==> src/rtl/cache_sdram_arbiter.sv <==
// Arbiter sharing one SDRAM controller port between two cache fill requesters
// and the CPU write-through path: burst fills for reads, masked single-word writes.
module cache_sdram_arbiter #(
    parameter int BURST_LEN = 8,
    parameter int ADDR_W    = 32
) (
    input  logic              clk,
    input  logic              reset_n,
    input  logic              c0_req,
    input  logic [ADDR_W-1:0] c0_addr,
    output logic              c0_fill,
    input  logic              c1_req,
    input  logic [ADDR_W-1:0] c1_addr,
    output logic              c1_fill,
    output logic [15:0]       rd_data,
    input  logic              wr_req,
    input  logic [ADDR_W-1:0] wr_addr,
    input  logic [15:0]       wr_data,
    input  logic              wr_uds_n,
    input  logic              wr_lds_n,
    output logic              wr_ack,
    output logic              sd_req,
    output logic              sd_we,
    output logic [ADDR_W-1:0] sd_addr,
    output logic [15:0]       sd_wdata,
    output logic              sd_uds_n,
    output logic              sd_lds_n,
    input  logic              sd_ack,
    input  logic              sd_rdvalid,
    input  logic [15:0]       sd_rdata
);

    localparam int CW = (BURST_LEN > 1) ? $clog2(BURST_LEN) : 1;

    localparam logic [2:0] IDLE    = 3'd0;
    localparam logic [2:0] RD_REQ  = 3'd1;
    localparam logic [2:0] RD_DATA = 3'd2;
    localparam logic [2:0] WR_REQ  = 3'd3;
    localparam logic [2:0] DONE    = 3'd4;

    logic [2:0]    state;
    logic          wprio;
    logic          last_rd;
    logic          client;
    logic [CW-1:0] cnt;

    logic rd_pend;
    logic wr_win;
    logic rd_pick;

    // rd_pick: 1 selects c1; on contention the cache not served last wins
    always_comb begin
        rd_pend = c0_req | c1_req;
        wr_win  = wr_req & (wprio | ~rd_pend);
        rd_pick = (c0_req & c1_req) ? ~last_rd : c1_req;
    end

    always_ff @(posedge clk) begin
        if (!reset_n) begin
            state    <= IDLE;
            wprio    <= 1'b1;
            last_rd  <= 1'b1;
            client   <= 1'b0;
            cnt      <= '0;
            sd_req   <= 1'b0;
            sd_we    <= 1'b0;
            sd_addr  <= '0;
            sd_wdata <= '0;
            sd_uds_n <= 1'b1;
            sd_lds_n <= 1'b1;
            c0_fill  <= 1'b0;
            c1_fill  <= 1'b0;
            wr_ack   <= 1'b0;
            rd_data  <= '0;
        end else begin
            c0_fill <= 1'b0;
            c1_fill <= 1'b0;
            wr_ack  <= 1'b0;
            case (state)
                IDLE: begin
                    if (wr_win) begin
                        state    <= WR_REQ;
                        sd_req   <= 1'b1;
                        sd_we    <= 1'b1;
                        sd_addr  <= wr_addr;
                        sd_wdata <= wr_data;
                        sd_uds_n <= wr_uds_n;
                        sd_lds_n <= wr_lds_n;
                    end else if (rd_pend) begin
                        state   <= RD_REQ;
                        sd_req  <= 1'b1;
                        sd_we   <= 1'b0;
                        sd_addr <= rd_pick ? c1_addr : c0_addr;
                        client  <= rd_pick;
                        last_rd <= rd_pick;
                    end
                end
                RD_REQ: begin
                    if (sd_ack) begin
                        sd_req <= 1'b0;
                        cnt    <= '0;
                        state  <= RD_DATA;
                    end
                end
                RD_DATA: begin
                    if (sd_rdvalid) begin
                        rd_data <= sd_rdata;
                        cnt     <= cnt + 1'b1;
                        if (cnt == '0) begin
                            c0_fill <= ~client;
                            c1_fill <= client;
                        end
                        // cnt wraps back to zero on the last word
                        if (cnt == CW'(BURST_LEN - 1)) begin
                            state <= DONE;
                            wprio <= 1'b1;
                        end
                    end
                end
                WR_REQ: begin
                    if (sd_ack) begin
                        sd_req <= 1'b0;
                        wr_ack <= 1'b1;
                        wprio  <= 1'b0;
                        state  <= DONE;
                    end
                end
                DONE:    state <= IDLE;
                default: state <= IDLE;
            endcase
        end
    end

endmodule

==> config.mk <==
export PLATFORM = sky130hd
export DESIGN_NAME = cache_sdram_arbiter
export DESIGN_NICKNAME = d
export VERILOG_FILES = /design/src/rtl/cache_sdram_arbiter.sv
export SDC_FILE = /design/constraint.sdc
export NUM_CORES = 1
export LEC_CHECK = 0
export CAP_MARGIN = 0
export CORE_ASPECT_RATIO = 0.9
export CORE_MARGIN = 5
export CORE_UTILIZATION = 39
export DETAILED_ROUTE_END_ITERATION = 8
export PLACE_DENSITY = 0.88
export SLEW_MARGIN = 0
export SYNTH_ARGS = -nofsm -noshare
export SYNTH_HDL_FRONTEND = slang
export SYNTH_SLANG_ARGS = --single-unit
==> constraint.sdc <==
create_clock -name clk -period 1.95 [get_ports clk]
set_input_delay 0.39 -clock clk [delete_from_list [all_inputs] [get_ports clk]]
set_output_delay 0.39 -clock clk [all_outputs]
set_load 0.005 [all_outputs]
After elaboration in Yosys (flattened, before gate mapping)
Cells that the tools add are included.

storage, ports and cells
  output and inout port bits = 71
  input bits = 137
  bits in registers = 80

operators by class
  add/sub/neg operators = 1
  mux-type cells = 24
  equality and inequality tests = 10
  reductions and logical operators = 17
  bitwise gates (word level) = 8

operator list
  operator                                              number
  two-way mux 32 bit                                    3
  two-way mux 3 bit                                     8
  case mux 3 bit (4 select lines)                       1
  two-way mux 1 bit                                     9
  AND reduction 3 bit                                   3
  != test 2 bit (second input constant)                 4
  AND reduction 2 bit                                   4
  AND reduction 4 bit                                   2
  nonzero test 2 bit                                    4
  equality test 3 x 2 -> 1 bit (second input constant)  2
  logical NOT 3 bit                                     2
  case mux 3 bit (2 select lines)                       1
  AND reduction 5 bit                                   1
  inverter 1 bit                                        4
  case mux 1 bit (2 select lines)                       2
  adder 3 x 1 -> 3 bit (second input constant)          1
  equality test 3 x 1 -> 1 bit (second input constant)  1
  equality test 3 bit (second input constant)           1
  != test 3 bit (second input constant)                 1
  AND 1 bit                                             2
  != test 2 x 1 -> 1 bit (second input constant)        1
  bitwise OR 1 bit                                      2
  OR reduction 2 bit                                    1

Logic depth before layout (Yosys ltp)
Gate-level depths: netlist (run 1).

  word-level depth = 6
  gate-level depth with buffers = 7

Worst setup path before layout (run 1)
No wires, ideal clock.

  path type = reg-to-reg
  start point = reg state[0]
  end point = reg sd_addr[10]
  period minus slack after synthesis = 1.481 ns
  data arrival time = 1.396 ns
  setup time = 0.084 ns
  setup slack = 0.469 ns
  buffers on the path = 2
  cell stages (with the launch flop) = 7
  path through = dfxtp_1 > buf_6 > or3_4 > nor2_4 > nand2_4 > buf_6 > o31ai_2

on the way
  cells in the longest elaborated chain, start to end = 2

ends and longest elaborated chain
  what                                  RTL line  RTL
  from (decl)                           41        logic [2:0] state;
  from (signal assigned)                60        state <= IDLE;
  from (signal assigned)                82        state <= WR_REQ;
  from (signal assigned)                90        state <= RD_REQ;
  logical NOT 3 bit                     79        case (state)
  AND reduction 2 bit (no source line)  -
  to (signal assigned)                  85        sd_addr <= wr_addr;
  to (signal assigned)                  93        sd_addr <= rd_pick ? c1_addr : c0_addr;
  to (decl)                             24        output logic [ADDR_W-1:0] sd_addr,

No other way between the ends.
A chain may end at the register's enable or synchronous reset.

Worst setup path after layout (run 1)
  start point = in c0_req
  end point = reg sd_lds_n

on the way
  cells in the longest elaborated chain, start to end = 5

ends and longest elaborated chain
  what                                  RTL line  RTL
  from (decl)                           9         input logic c0_req,
  bitwise OR 1 bit                      53        rd_pend = c0_req | c1_req;
  inverter 1 bit                        54        wr_win = wr_req & (wprio | ~rd_pend);
  bitwise OR 1 bit                      54
  AND 1 bit                             54
  AND reduction 2 bit (no source line)  -
  to (signal assigned)                  88        sd_lds_n <= wr_lds_n;
  to (decl)                             27        output logic sd_lds_n,

No other way between the ends.

==> reports/qor.yml, run 1 <==
outcome:
  status: "complete, no violations"
clock_tree:
  cts_resized: 0
  cts_buffers: 9
  cts_root_buffer: "clkbuf_8"
  cts_tree: "yes"
  htree_levels: 3
  hold_buffers: 0
  clock_sinks: 80
  cts_setup_buffers: 0
  clockBufferDepth: 2
  clk_latency_ns: 0.34
  clk_pin_slew_worst_paths_ns: 0.09
worst_setup_path:
  r2r_start: "state[1]$_SDFFE_PN0P_"
  worst_ep_required_time_ns: 2.17
  rr_endpoint: "rd_data[9]$_SDFFE_PN0P_"
  setup.worst_path.class: "primary input to flop"
  worst_setup_path_end_kind: "flop"
  reg2reg_setup_slack_ns: 0.30
  crit_fanout: 19
  cp.arrival_ns: 1.90
  cp-start-kind: "primary input"
  r2r_cells: 5
route:
  antenna_left: 0
  totalWireLength_mm: 12.1
  drt-initial-drc-count: 176
  dr_total_vias: 3912
  drc: 0
  via_per_inst: 4.97
  dr.pass1.iters: 4
  post_drt_wl_per_cell_um: 15.4
synth:
  synth_cell_types: 39
  synthArstFlopShare: 0
  syn_avg_cell_area_um2: 8.47
  syn_inst: 455
  netlist_area_um2: 3850
  ys.warnings.count: 0
  synth-edff-count: 0
  ys_seq_elements: 80
  synth_flop_cell: "dfxtp_1"
  synth_nets: 595
  seq_area_frac_synth: 0.416
finish:
  diodes: 0
  nets: 796
  drive_gt1_frac: 0.112
  postLayoutCoreUtil: 0.657
  syn_to_final_growth_pct: 64.6
  final_area_um2: 6340
floorplanning:
  die_w_um: 115
  dieArea_um2: 12000
  num_rows: 34
  core_area_um2: 9660
  die_h_um: 104
  start_util: 0.399
  io_pins: 208
power:
  cellPowerDensity_nw_per_um2: 728
  p_leak_uw: 0.00257
  switchingPower_uw: 1330
  pwr-share-comb: 0.314
  p_seq_frac: 0.418
  power_frac_clock: 0.268
  peakVddDrop_v: 0.000322
  internal_power_uw: 3290
  swShare: 0.287
sta:
  rsz0062_at_grt: "no"
  max_slew.worst_pin.slew_ns: 0.382
  finClkSkew_ns: 0.0134
  min_period_ns: 1.68
  slew_headroom: 0.745
  drv_slew: 0
  finalHoldViolCount: 0
  setup_ws_ns: 0.270
  setup_tns_ns: 0
  fmax_mhz: 595
  setup_violations: 0
  finalCritPeriodShare: 0.862
min_path:
  min_path_cells: 2
  hp-class: "flop to flop"
  hold_start: "sd_we$_SDFFE_PN0P_"
  worstHoldEndpoint: "sd_we$_SDFFE_PN0P_"
grt:
  antenna_found_initial: 0
  grt.total_usage: 0.194
  gr-total-overflow: 0
  grt_first_pass_wirelength_mm: 18.9
  grt_pass1_vias: 4015
  grt_start_max_net_pins: 42
placed_design:
  gp_congestion: 0.862
  placed_area_um2: 6140
  io_buffers: 207
  place_ws_ns: -0.113
  dp_hpwl_mm: 9.45
flow_run:
  maxCapViolations: 0
==> worst max-delay path: stages <==
cell and delay (ns):
clkdlybuf4s50_1 0.55, nor2_1 0.13, o211ai_1 0.30, buf_12 0.23, mux2i_1 0.22, nand2_1 0.07
==> synth_stat cells (2+ instances only) <==
cell type,instances,area [um2]
clkbuf_1,20,75.1
nand3b_1,3,22.5
nor3_2,2,20.0
nor2b_1,16,100
inv_1,3,11.3
and3_1,33,206
nand2b_1,5,31.3
buf_6,5,56.3
o21ai_1,4,20.0
ha_1,3,37.5
o21a_1,2,15.0
nand3_1,36,180
buf_2,8,40.0
buf_4,2,15.0
o31ai_1,2,15.0
a21oi_1,3,15.0
nor2_1,37,139
nand2_1,107,402
a21boi_1,19,143
dfxtp_1,80,1600
o31ai_2,30,375
mux2i_1,18,180
==> cell type report <==
cell class	count	area (um2)
fillers	792	3320
clock buffers	9	124
flip-flops and latches	80	1600
clock inverters	7	78.8
well taps	126	158
repair buffers	225	2300
multi-input cells	337	2060
inverters	3	11.3
==> placed cells by master (no fill, tap or decap), drive strengths merged, types with 18 or more instances in the layout <==
cell / instances
clkdlybuf4s50: 206
nand2: 108
dfxtp: 80
nor2: 38
nand3: 36
and3: 33
o31ai: 32
a21boi: 20
buf: 19
mux2i: 18
==> power groups by stage <==
stage / combinational [uW] / sequential [uW] / clock, uW
6_report: 1450 / 1930 / 1240
5_1_grt: 1560 / 1950 / 1350
4_1_cts: 1460 / 1930 / 1290
3_5_place_dp: 1460 / 1970 / 0
3_3_place_gp: 1430 / 1950 / 0
2_1_floorplan: 646 / 1960 / 0
==> logic make-up after synthesis <==
| kind of cell | Yosys count | synth area share |
|---|---|---|
| simple gates | 247 | 0.305 |
| flops | 80 | 0.416 |
| compound gates | 68 | 0.170 |
| buf+inv | 38 | 0.0513 |
| mux | 18 | 0.0468 |
| fa+ha+maj | 3 | 0.00974 |
| xor+xnor | 1 | 0.00227 |
==> metal layers <==
| metal | up-vias | track usage | share of wire |
|---|---|---|---|
| li1 | 1946 | - | - |
| met1 | 1787 | 0.213 | 0.40 |
| met2 | 162 | 0.349 | 0.50 |
| met3 | 17 | 0.0640 | 0.087 |
| met4 | 0 | 0.0629 | 0.017 |
| met5 | - | 0 | 0 |
==> flip-flops by register name (all words and copies together), names as in the netlist, 3 cells and up <==
signal,flops
sd_addr,32
sd_wdata,16
state,3
rd_data,16
cnt,3
==> worst max path at each step <==
stage | startpoint | endpoint | depth (start not counted)
2_1_floorplan | state[0]$_SDFFE_PN0P_ | sd_addr[10]$_SDFFE_PN0P_ | 6
3_3_place_gp | c1_req | sd_lds_n$_SDFFE_PN1P_ | 6
5_1_grt | state[1]$_SDFFE_PN0P_ | rd_data[8]$_SDFFE_PN0P_ | 5
3_5_place_dp | c0_req | sd_lds_n$_SDFFE_PN1P_ | 6
6_report | c0_req | sd_lds_n$_SDFFE_PN1P_ | 6
4_1_cts | c0_req | sd_lds_n$_SDFFE_PN1P_ | 6
==> stage by stage <==
| stage | hold slack (ns) | std cells | power (uW) |
|---|---|---|---|
| after floorplan | 0.411 | 455 | 2600 |
| after global placement | 0.441 | 771 | 3380 |
| after detailed placement | 0.447 | 771 | 3430 |
| after CTS | 0.459 | 787 | 4680 |
| after global routing | 0.486 | 787 | 4870 |
| final | 0.455 | 787 | 4610 |
Power figures use the tool's default switching activity.
==> run 2: changes to the inputs <==
--- a/config.mk
+++ b/config.mk
@@ -8,9 +8,9 @@
 export CAP_MARGIN = 0
 export CORE_ASPECT_RATIO = 0.9
 export CORE_MARGIN = 5
-export CORE_UTILIZATION = 39
+export CORE_UTILIZATION = 42
 export DETAILED_ROUTE_END_ITERATION = 8
-export PLACE_DENSITY = 0.88
+export PLACE_DENSITY = 0.94
 export SLEW_MARGIN = 0
 export SYNTH_ARGS = -nofsm -noshare
 export SYNTH_HDL_FRONTEND = slang
==> constraint.sdc (replaced) <==
create_clock -name clk -period 2.1 [get_ports clk]
set_input_delay 0.42 -clock clk [delete_from_list [all_inputs] [get_ports clk]]
set_output_delay 0.42 -clock clk [all_outputs]
set_load 0.005 [all_outputs]
==> reports/qor.yml, run 2 (synthesized netlist as in run 1, its figures left out) <==
outcome:
  status: "complete, no violations"
worst_setup_path:
  worst_ep_required_time_ns: 2.33  # +0.16 ns
  crit_fanout: 19  # unchanged
  worst_setup_path_end_kind: "flop"
  cp-start-kind: "primary input"
  setup.worst_path.class: "primary input to flop"
  cp.arrival_ns: 1.91  # about the same
finish:
  largest_registers: "sd_addr: 32 flops, rd_data: 16 flops, sd_wdata: 16 flops"
  final_area_um2: 6280  # -0.93%
  drive_gt1_frac: 0.105  # -0.00677
  diodes: 0  # unchanged
  syn_to_final_growth_pct: 63.0
  nets: 792  # -0.50%
  largest-register: "sd_addr"
  largest_reg_flops: 32  # unchanged
  postLayoutCoreUtil: 0.695  # +0.0381
  fillers: 671  # -15%
  final_cell_mix: "206 x clkdlybuf4s50_1, 107 x nand2_1, 80 x dfxtp_1, 37 x nor2_1, 36 x nand3_1"
  layout_commonest_cell: "clkdlybuf4s50_1"
grt:
  grt_use_met1: 0.239  # +0.0266
  antenna_found_initial: 0  # unchanged
  grt_start_max_net_pins: 60  # +43%
  grt.total_usage: 0.208  # +0.0135
  gr-total-overflow: 0  # unchanged
  met2_usage: 0.366  # +0.0170
  grt_first_pass_wirelength_mm: 19.1  # +1.1%
  met3_usage: 0.0630  # -0.000965
  top_usage_layer: "met2"
  grt_pass1_vias: 4022  # +0.17%
route:
  via_per_inst: 5.06  # +1.8%
  totalWireLength_mm: 11.9  # -1.9%
  drc: 0  # unchanged
  post_drt_wl_per_cell_um: 15.3  # -0.80%
  dr.pass1.iters: 4  # unchanged
  dr_total_vias: 3936  # +0.61%
  antenna_left: 0  # unchanged
  drt-initial-drc-count: 153  # -13%
floorplanning:
  dieArea_um2: 11200  # -6.5%
  core_area_um2: 9040  # -6.4%
  die_h_um: 101  # -3.3%
  num_rows: 33  # -2.9%
  die_w_um: 111  # -3.3%
  start_util: 0.426  # +0.0271
  io_pins: 208  # unchanged
sta:
  min_period_ns: 1.68
  finClkSkew_ns: 0.0114  # -0.00197 ns
  setup_violations: 0  # unchanged
  finalCritPeriodShare: 0.799
  fmax_mhz: 596
  max_slew.worst_pin.slew_ns: 0.464  # +0.0819 ns
  drv_slew: 0  # unchanged
  slew_headroom: 0.690  # -0.0542
  finalHoldViolCount: 0  # unchanged
  fin_hold_ws_ns: 0.457  # +0.00179 ns
  setup_tns_ns: 0  # unchanged
  rsz0062_at_grt: "no"
power:
  finalPower_uw: 4270  # -7.4%
  p_leak_uw: 0.00255  # -0.64%
  cellPowerDensity_nw_per_um2: 681  # -6.5%
  peakVddDrop_v: 0.000329  # +2.2%
clock_tree:
  clk_pin_slew_worst_paths_ns: 0.08  # about the same
  hold_buffers: 0  # unchanged
  cts_resized: 0  # unchanged
  cts_setup_buffers: 0  # unchanged
  clockBufferDepth: 2  # unchanged
  cts_buffers: 9  # unchanged
  clk_latency_ns: 0.34  # about the same
  clock_sinks: 80  # unchanged
  cts_root_buffer: "clkbuf_8"
  cts_tree: "yes"
  htree_levels: 3  # unchanged
placed_design:
  placed_area_um2: 6080  # -0.98%
  dp_hpwl_mm: 9.33  # -1.3%
  io_buffers: 207  # unchanged
  gp_congestion: 0.842  # -2.2%
flow_run:
  maxCapViolations: 0  # unchanged
min_path:
  hp-class: "flop to flop"
run 2: cell count changes in the layout (fill, tap and decap cells not counted), sizes merged:
cell      before  now
buf           19   15
clkinvlp       3    0
clkbuf         9   11
clkinv         1    2
inv            5    4
run 2: per-layer routing:
metal	routed length, um	part of all wire
met2	5890	0.50
met3	971	0.082
met1	4770	0.40
met5	0	0
met4	266	0.022
run 2: path summary, 6_finish.rpt:
path         slack (ns)  cells after the start                   from                  endpoint
min reg2reg        0.46                      2     sd_we$_SDFFE_PN0P_        sd_we$_SDFFE_PN0P_
min                0.46                      2     sd_we$_SDFFE_PN0P_        sd_we$_SDFFE_PN0P_
max reg2reg        0.45                      5  state[1]$_SDFFE_PN0P_  rd_data[15]$_SDFFE_PN0P_
max                0.42                      6                 c0_req  sd_wdata[5]$_SDFFE_PN0P_
run 2: cell type report:
class	count	area [um2]	share of cell area
clock buffer	11	151	0.0241
clock inverter	4	52.6	0.00837
inverter	3	11.3	0.00179
multi-input combinational	337	2060	0.329
sequential	80	1600	0.255
tap	122	153	0.0243
timing repair buffer	221	2250	0.358
run 2: where the power goes:
group          total (uW)  switching (uW)  internal [uW]
Clock                1180             564            613
Sequential           1790             105           1690
Combinational        1310             522            785
Total                4270            1190           3080
run 2: worst max-delay path: stages:
cell	delay [ns]
clkdlybuf4s50_1	0.57
nor2_1	0.13
o211ai_1	0.27
buf_12	0.22
mux2i_1	0.22
nor2b_1	0.06
run 2: per-stage QoR:
step / setup WS, ns / std cells
global route: 0.243 / 778
global placement: 0.107 / 763
floorplan: 0.609 / 455
finish: 0.422 / 778
CTS: 0.411 / 778
detailed placement: 0.0449 / 763
==> run 3: changes to the inputs <==
--- a/config.mk
+++ b/config.mk
@@ -8,9 +8,9 @@
 export CAP_MARGIN = 0
 export CORE_ASPECT_RATIO = 0.9
 export CORE_MARGIN = 5
-export CORE_UTILIZATION = 42
+export CORE_UTILIZATION = 36
 export DETAILED_ROUTE_END_ITERATION = 8
-export PLACE_DENSITY = 0.94
+export PLACE_DENSITY = 0.86
 export SLEW_MARGIN = 0
 export SYNTH_ARGS = -nofsm -noshare
 export SYNTH_HDL_FRONTEND = slang
==> constraint.sdc (replaced) <==
create_clock -name clk -period 1.4 [get_ports clk]
set_input_delay 0.28 -clock clk [delete_from_list [all_inputs] [get_ports clk]]
set_output_delay 0.28 -clock clk [all_outputs]
set_load 0.005 [all_outputs]
==> reports/qor.yml, run 3 (synthesized netlist as in run 1, its figures left out) <==
sta:
  max_slew.worst_pin.slew_ns: 0.306  # -0.159 ns
  setup_violations: 29  # +29
  rsz0062_at_grt: "yes"
  finalHoldViolCount: 0  # unchanged
  drv_slew: 0  # unchanged
  setup_ws_ns: -0.0926  # -0.515 ns
  fin_hold_ws_ns: 0.306  # -0.151 ns
  slew_headroom: 0.796  # +0.106
  finalCritPeriodShare: 1.07
  fmax_mhz: 670
  finClkSkew_ns: 0.00911  # -0.00232 ns
  min_period_ns: 1.49
placed_design:
  gp_congestion: 0.857  # +1.7%
  dp_hpwl_mm: 9.61  # +3.0%
  io_buffers: 207  # unchanged
floorplanning:
  io_pins: 208  # unchanged
  start_util: 0.373  # -0.0533
  die_w_um: 119  # +7.3%
  die_h_um: 108  # +7.2%
  core_area_um2: 10300  # +14%
  num_rows: 35  # +6.1%
  dieArea_um2: 12900  # +15%
route:
  drt-initial-drc-count: 143  # -6.5%
  dr_total_vias: 4053  # +3.0%
  post_drt_wl_per_cell_um: 16.2  # +6.1%
  via_per_inst: 4.95  # -2.1%
  totalWireLength_mm: 13.3  # +12%
  dr.pass1.iters: 4  # unchanged
  drc: 0  # unchanged
  antenna_left: 0  # unchanged
power:
  cellPowerDensity_nw_per_um2: 1070  # +57%
  finalPower_uw: 7270  # +70%
  power_frac_clock: 0.336  # +0.061
  p_leak_uw: 0.00311  # +22%
  internal_power_uw: 5230  # +70%
  swShare: 0.280  # +0.00142
  switchingPower_uw: 2040  # +71%
  pwr-share-comb: 0.297  # -0.009
  p_seq_frac: 0.367  # -0.052
  peakVddDrop_v: 0.000616  # +87%
finish:
  layout_commonest_cell: "clkdlybuf4s50_1"
  drive_gt1_frac: 0.165  # +0.0603
  final_cell_mix: "133 x clkdlybuf4s50_1, 105 x nand2_1, 75 x dfxtp_1, 73 x dlygate4sd2_1"
  nets: 824  # +4.0%
  multi_input_area_um2: 2140  # +3.6%
  syn_to_final_growth_pct: 76.2
  largest-register: "sd_addr"
  largest_registers: "sd_addr: 32 flops, rd_data: 16 flops, sd_wdata: 16 flops"
  largest_reg_flops: 32  # unchanged
  fillers: 811  # +21%
  diodes: 0  # unchanged
  seq_area_um2: 1610  # +0.55%
outcome:
  status: "complete, but fails checks"
  violations: "setup timing"
min_path:
  hp-class: "primary input to flop"
worst_setup_path:
  slowest_stage: "or3_4"
  critPathMaxStageDelay_ns: 0.41  # -0.16 ns
  worst_ep_required_time_ns: 1.64  # -0.69 ns
  crit_chain: "or3_4, nor2_4, nand2_4, buf_12, o31ai_1"
  setup.worst_path.class: "flop to flop"
  crit_fanout: 21  # +2
  cp.arrival_ns: 1.74  # -0.17 ns
  cp-start-kind: "flop"
  worst_setup_path_end_kind: "flop"
grt:
  grt_start_max_net_pins: 33  # -45%
  gr-total-overflow: 0  # unchanged
  antenna_found_initial: 0  # unchanged
  grt.total_usage: 0.196  # -0.0121
  grt_pass1_vias: 4240  # +5.4%
  grt_first_pass_wirelength_mm: 20.5  # +7.6%
clock_tree:
  htree_levels: 3  # unchanged
  cts_buffers: 9  # unchanged
  cts_root_buffer: "clkbuf_16"
  clk_pin_slew_worst_paths_ns: 0.06  # -0.02 ns
  clockBufferDepth: 2  # unchanged
  cts_tree: "yes"
  clk_latency_ns: 0.33  # about the same
  clock_sinks: 80  # unchanged
flow_run:
  maxCapViolations: 0  # unchanged
[run 3: metal layers]
metal	GRT usage	share of wire
met3	0.0701	0.093
met2	0.352	0.51
met4	0.0662	0.018
met5	0	0
met1	0.214	0.38
[run 3: path summary, 6_finish.rpt]
path	startpoint	slack [ns]	to	cells after the start
min reg2reg	rd_data[6]$_SDFFE_PN0P_	0.45	rd_data[6]$_SDFFE_PN0P_	2
max reg2reg	state[1]$_SDFFE_PN0P_	-0.09	sd_addr[1]$_SDFFE_PN0P_	5
max	state[1]$_SDFFE_PN0P_	-0.09	sd_addr[1]$_SDFFE_PN0P_	5
min	reset_n	0.31	last_rd$_SDFFE_PN1P_	2
[run 3: metrics by stage]
stage	std cells	util	worst slack, ns	area (um2)	setup TNS, ns
after floorplan	455	-	-0.0373	3870	-1.08
after global placement	792	0.606	-0.498	6260	-23.14
after detailed placement	792	0.606	-0.517	6260	-25.83
after CTS	812	0.638	-0.0862	6590	-1.30
after global routing	818	0.657	-0.143	6790	-3.42
final	818	0.657	-0.0926	6790	-1.31
[run 3: timing repair]
action	4_1_cts	5_1_grt
hold buffers	0	0
buffers inserted	2	2
cloned	2	4
endpoints found under the setup margin	124	67
resized for setup	81	20
pin swaps	4	3
[run 3: power groups by stage]
stage | combinational (uW) | sequential [uW] | clock (uW)
2_1_floorplan | 901 | 2730 | 0
3_3_place_gp | 2050 | 2710 | 0
3_5_place_dp | 2090 | 2720 | 0
4_1_cts | 2040 | 2670 | 2520
5_1_grt | 2340 | 2700 | 2620
6_report | 2160 | 2670 | 2440
[run 3: layout make-up]
| cell class | instances | share of cell area |
|---|---|---|
| timing repair buffer | 253 | 0.376 |
| multi-input combinational | 337 | 0.315 |
| sequential | 80 | 0.237 |
| clock buffer | 10 | 0.0352 |
| tap | 129 | 0.0238 |
| clock inverter | 6 | 0.0111 |
| inverter | 3 | 0.00166 |
[run 3: critical path: cells and delay by family, from the launching register on]
family,cells,cell delay (ns)
buffers and inverters,1,0.18
AND/OR/NAND/NOR,3,0.62
flip-flops,1,0.35
AO/OA/AOI/OAI,1,0.24
